===== config.mk =====
export PLATFORM = sky130hd
export DESIGN_NAME = alu_op_sequencer
export DESIGN_NICKNAME = d
export VERILOG_FILES = /design/src/rtl/alu_op_sequencer.sv
export SDC_FILE = /design/constraint.sdc
export NUM_CORES = 1
export LEC_CHECK = 0
export CAP_MARGIN = 20
export CORE_MARGIN = 5
export CORE_UTILIZATION = 30
export CTS_BUF_LIST = sky130_fd_sc_hd__clkbuf_4
export DETAILED_ROUTE_END_ITERATION = 10
export GPL_TIMING_DRIVEN = 1
export HOLD_SLACK_MARGIN = 0.08
export SLEW_MARGIN = 20
export SYNTH_ARGS = -nofsm -noshare
export SYNTH_HDL_FRONTEND = slang
export SYNTH_SLANG_ARGS = --single-unit

===== constraint.sdc =====
create_clock -name clk -period 2.6 [get_ports clk]
set_input_delay 0.26 -clock clk [delete_from_list [all_inputs] [get_ports clk]]
set_output_delay 0.26 -clock clk [all_outputs]
set_load 0.01 [all_outputs]

===== src/rtl/alu_op_sequencer.sv =====
// rtl/alu_op_sequencer.sv - single-issue function-code sequencer for the ALU/shifter/multiplier/HiLo datapath
//
// Accepts one request at a time and drives the datapath function select.
// Runs the MULTU sequence: start pulse, countdown, then a HiLo write.
// Returns a tagged response on a second valid/ready handshake.
//
// Optional build macro: ALU_SEQ_MUL_OVERLAP_EN
//   When defined, MULTU responds at once and the multiply runs in the background.
//   While the multiply is running, MULTU, MFHI and MFLO are held off.
//   When undefined, operation is strictly serial.
//
// Ports:
//   clk, reset              clock, asynchronous active-low reset
//   req_valid/req_ready     request handshake; req_funct, req_tag carry the request
//   alu_signal              datapath function select, valid while rsp_valid
//   mul_start, mul_busy     multiplier launch pulse and in-progress flag
//   hilo_we                 one-cycle HiLo write strobe
//   rsp_valid/rsp_ready     response handshake; rsp_tag, rsp_has_data, rsp_err describe it
module alu_op_sequencer #(
  parameter int MUL_CYCLES = 32,
  parameter int TAG_W      = 4
) (
  input  logic             clk,
  input  logic             reset,
  input  logic             req_valid,
  output logic             req_ready,
  input  logic [5:0]       req_funct,
  input  logic [TAG_W-1:0] req_tag,
  output logic [5:0]       alu_signal,
  output logic             mul_start,
  output logic             mul_busy,
  output logic             hilo_we,
  output logic             rsp_valid,
  input  logic             rsp_ready,
  output logic [TAG_W-1:0] rsp_tag,
  output logic             rsp_has_data,
  output logic             rsp_err
);

`ifdef ALU_SEQ_MUL_OVERLAP_EN
  localparam bit OverlapEn = 1'b1;
`else
  localparam bit OverlapEn = 1'b0;
`endif

  localparam logic [5:0] F_AND   = 6'd36;
  localparam logic [5:0] F_OR    = 6'd37;
  localparam logic [5:0] F_ADD   = 6'd32;
  localparam logic [5:0] F_SUB   = 6'd34;
  localparam logic [5:0] F_SLT   = 6'd42;
  localparam logic [5:0] F_SRL   = 6'd2;
  localparam logic [5:0] F_MULTU = 6'd25;
  localparam logic [5:0] F_MFHI  = 6'd16;
  localparam logic [5:0] F_MFLO  = 6'd18;
  localparam logic [7:0] CntLoad = 8'(MUL_CYCLES - 1);

  typedef enum logic [1:0] {S_IDLE, S_MUL, S_RSP} state_e;

  state_e           state_q, state_d;
  logic             alive_q;
  logic [7:0]       cnt_q, cnt_d;
  logic             busy_q, busy_d;
  logic [5:0]       sig_q, sig_d;
  logic [TAG_W-1:0] tag_q, tag_d;
  logic             has_data_q, has_data_d;
  logic             err_q, err_d;
  logic             legal, is_mul, is_hilo_rd, ready_c;

  always_comb begin
    legal = 1'b0;
    case (req_funct)
      F_AND, F_OR, F_ADD, F_SUB, F_SLT, F_SRL, F_MULTU, F_MFHI, F_MFLO: legal = 1'b1;
      default: legal = 1'b0;
    endcase
  end

  assign is_mul     = (req_funct == F_MULTU);
  assign is_hilo_rd = (req_funct == F_MFHI) || (req_funct == F_MFLO);

  always_comb begin
    state_d    = state_q;
    cnt_d      = cnt_q;
    busy_d     = busy_q;
    sig_d      = sig_q;
    tag_d      = tag_q;
    has_data_d = has_data_q;
    err_d      = err_q;
    ready_c    = 1'b0;

    // The multiply countdown runs independently of the foreground state so the
    // same logic serves both the serial and the overlapped build.
    if (busy_q) begin
      if (cnt_q == 8'd0) busy_d = 1'b0;
      else               cnt_d  = cnt_q - 8'd1;
    end

    case (state_q)
      S_IDLE: begin
        // alive_q keeps req_ready low until the first edge after reset release.
        ready_c = alive_q && !(OverlapEn && busy_q && (is_mul || is_hilo_rd));
        if (req_valid && ready_c) begin
          sig_d      = legal ? req_funct : 6'd0;
          tag_d      = req_tag;
          has_data_d = legal && !is_mul;
          err_d      = !legal;
          state_d    = S_RSP;
          if (is_mul) begin
            busy_d = 1'b1;
            cnt_d  = CntLoad;
            if (!OverlapEn) state_d = S_MUL;
          end
        end
      end
      S_MUL: begin
        if (busy_q && (cnt_q == 8'd0)) state_d = S_RSP;
      end
      S_RSP: begin
        if (rsp_ready) state_d = S_IDLE;
      end
      default: state_d = S_IDLE;
    endcase
  end

  always_ff @(posedge clk or negedge reset) begin
    if (!reset) begin
      state_q    <= S_IDLE;
      alive_q    <= 1'b0;
      cnt_q      <= 8'd0;
      busy_q     <= 1'b0;
      sig_q      <= 6'd0;
      tag_q      <= '0;
      has_data_q <= 1'b0;
      err_q      <= 1'b0;
    end else begin
      state_q    <= state_d;
      alive_q    <= 1'b1;
      cnt_q      <= cnt_d;
      busy_q     <= busy_d;
      sig_q      <= sig_d;
      tag_q      <= tag_d;
      has_data_q <= has_data_d;
      err_q      <= err_d;
    end
  end

  assign req_ready    = ready_c;
  assign rsp_valid    = (state_q == S_RSP);
  assign alu_signal   = rsp_valid ? sig_q : 6'd0;
  assign rsp_tag      = rsp_valid ? tag_q : '0;
  assign rsp_has_data = rsp_valid && has_data_q;
  assign rsp_err      = rsp_valid && err_q;
  assign mul_busy     = busy_q;
  assign mul_start    = busy_q && (cnt_q == CntLoad);
  assign hilo_we      = busy_q && (cnt_q == 8'd0);

endmodule

==> flow_summary_export.csv <==
group,metric,value,unit
clock_tree,htree_levels,1,
critical_path,endpoint_kind,"output port",
floorplanning,dieArea,5784,um^2
grt,antenna_found_initial,0,
yosys,syn_area,1309,um^2
detailed_routing,viasPerCell,4.996,
critical_path,r2r.worst_path.cells,4,
grt,grtUsageTotal,10.87,%
clock_tree,clock_latency,0.31,ns
critical_path,r2r-end,"cnt_q[5]",
clock_tree,clock_sinks,24,
cells_and_area,final_nets,191,
yosys,netlist_instances,141,
cells_and_area,fillers,428,
status,status,"finished, final reports clean",
grt,grtUsageMet3,1.418,%
sta,grt_setup_unrepaired,"false",
detailed_routing,route.final.wire_length,3101,um
yosys,syn_nets,158,
critical_path,startpoint,"cnt_q[5]",
cells_and_area,final_cell_mix,"clkdlybuf4s50_1 (30), nand2_1 (28), dfrtp_1 (24)",
sta,relSlewSlack,56.78,%
clock_tree,clock_path_buffers,2,
sta,clock.fmax,412.4,MHz
power,power,1.221,mW
grt,grt_max_degree,25,
power,cell_internal_pwr,0.8143,mW
power,power.share.switching,33.33,%
power,total_leakage_power,0.7089,nW
cells_and_area,antenna_cells,0,
yosys,synth.top_cells.by_area,"dfrtp_1 (46%), nand2_1 (8.0%), and2_1 (6.2%)",
clock_tree,post_cts_resized,0,
yosys,ys_seq_area_share,45.89,%
placed_design,pre_cts_slack,0.5323,ns
detailed_routing,wl_per_cell,13.78,um
power,power_density,707.9,nW/um^2
clock_tree,numCtsBuffers,3,
detailed_routing,routed-via-count,1124,
placed_design,gp_congestion,0.8697,
grt,first_global_vias,1121,
cells_and_area,fin_area,1725,um^2
grt,grt_pass1_wl,5306,um
yosys,synth_top_area_share,45.89,%
sta,tightest_slew,0.6394,ns
cells_and_area,stdcell_count,225,
sta,fin_crit,2.425,ns
sta,hold_slack,0.2763,ns
critical_path,ff2ff_setup_slack,0.97,ns
grt,grtUsageMet1,13.48,%
placed_design,dp.cells,221,
yosys,ys_seq_elements,24,
power,p_sw,0.4071,mW
cells_and_area,drive_above_1_share,9.249,%
placed_design,dp_hpwl,2385,um
power,power.share.sequential,46.0,%
job,max_cap_violations,0,
yosys,yosysTopAreaCell,"dfrtp_1",
detailed_routing,dr.pass1.iters,4,
critical_path,cp_max_fo,6,
floorplanning,die_h,76.05,um
sta,post-route-period-util,93.25,%
cells_and_area,fin_util,40.18,%
sta,finalHoldViolCount,0,
clock_tree,clk_pin_slew,0.14,ns
detailed_routing,ant_nets,0,
detailed_routing,drc,0,
clock_tree,cts_root_buffer,"clkbuf_4",
grt,grt_util_met2,18.75,%
grt,grt-ovfl-total,0,
sta,fin_tns_setup,0,ns
clock_tree,cts_tree,"yes",
critical_path,crit_path_end,"hilo_we",
cells_and_area,layout_commonest_cell,"clkdlybuf4s50_1",
yosys,synth_area_per_cell,9.282,um^2
critical_path,critPathLaunchType,"flip-flop",
critical_path,r2r-start,"cnt_q[5]",
clock_tree,cts_setup_buffers,0,
critical_path,crit_required,2.34,ns
yosys,ys_warn_count,0,
sta,fin_skew,0.003247,ns
power,ir_worst_vdd,0.2611,mV
placed_design,post_dp_cell_area,1673,um^2
sta,fin_ws,0.1754,ns
cells_and_area,syn_to_final_growth,31.84,%
floorplanning,rows,24,
floorplanning,start_util,30.48,%
detailed_routing,drtIter0Drc,73,
floorplanning,die_width,76.05,um
sta,slew_violations,0,
placed_design,io_buffers,30,
power,clockPowerShare,22.4,%
floorplanning,io_pins,31,
critical_path,critPathArrivalTime,2.16,ns
critical_path,crit_type,"reg2out",
min_path,hp-class,"in2async",
clock_tree,postCtsHoldBufs,0,
floorplanning,core_area,4294,um^2
yosys,yosysUniqueCellTypes,40,
power,p_comb_share,31.6,%
grt,busiest_layer,"met2",
sta,setup_viol,0,
==> logic make-up (layout without fill, tap and decap cells) <==
| kind of cell | count (synthesis) | in the layout | share of synthesized area [%] |
|---|---|---|---|
| flops | 24 | 24 | 45.89 |
| simple gates | 75 | 75 | 30.98 |
| other cells | 1 | 1 | 0.2865 |
| compound gates | 20 | 20 | 11.28 |
| xor+xnor | 6 | 6 | 4.016 |
| buf+inv | 10 | 42 | 2.963 |
| fa+ha+maj | 3 | 3 | 2.868 |
| mux | 2 | 2 | 1.721 |
==> worst min path at each step <==
stage                     startpoint         end  slack [ns]  cells past startpoint
after global placement    state_q[1]  state_q[0]        0.45                      1
after global routing           reset    cnt_q[5]        0.30                      2
final                          reset  state_q[0]        0.28                      2
after floorplan                reset     alive_q       -0.04                      0
after CTS                      reset  state_q[0]        0.28                      2
after detailed placement    tag_q[3]    tag_q[3]        0.45                      2
==> layout make-up <==
type	instances	area [um^2]	share of cell area (%)
Clock buffer	3	22.52	1.305
Inverter	6	22.52	1.305
Clock inverter	1	30.03	1.740
Timing Repair Buffer	32	315.3	18.27
Sequential cell	24	600.6	34.81
Tap cell	52	65.06	3.771
Multi-Input combinational cell	107	669.4	38.80
==> flip-flops by register name (all words and copies together) (netlist names) <==
name	count
state_q	2
sig_q	6
cnt_q	8
mul_busy	1
tag_q	4
has_data_q	1
alive_q	1
err_q	1
==> power groups by stage <==
stage | logic [mW] | clock network (mW) | registers (mW)
after global placement | 0.374 | 0 | 0.565
after CTS | 0.391 | 0.278 | 0.562
after floorplan | 0.267 | 0 | 0.546
after detailed placement | 0.387 | 0 | 0.570
final | 0.386 | 0.273 | 0.562
after global routing | 0.435 | 0.290 | 0.577
==> critical path, cell delays in order, from the launching register on <==
cell	delay, ns
dfrtp_1	0.45
nor4_2	0.43
and4_1	0.39
clkdlybuf4s50_1	0.58
==> layer usage <==
layer,vias to the layer above,wire (um)
li1,553,-
met1,541,1325
met2,26,1617
met3,4,108
met4,0,50
met5,-,0
==> cells in the mapped netlist <==
cell type and n:
a2bb2oi_1 1, a311o_1 1, nor3_1 3, a311oi_1 1, o21ai_2 1, and3b_1 1
and2_1 13, or2_2 1, and4_1 1, nand2b_1 2, nor4_2 1, a21oi_1 3
o21ai_0 5, nand2_1 28, a31oi_1 1, buf_2 1, nand4_1 1, nor3b_1 1
o41ai_2 1, nor4b_1 1, conb_1 1, inv_1 6, nor2b_1 1, o211ai_1 3
a22o_1 1, or4b_1 1, a31o_2 1, clkbuf_1 3, nor2_1 10, ha_1 3
o311ai_1 1, or4_1 1, dfrtp_1 24, xnor2_1 3, mux2_2 2, nand3b_1 1
and4bb_2 3, nor4_1 1, xor2_1 3, nand3_1 4
(Power assumes the default switching activity.)
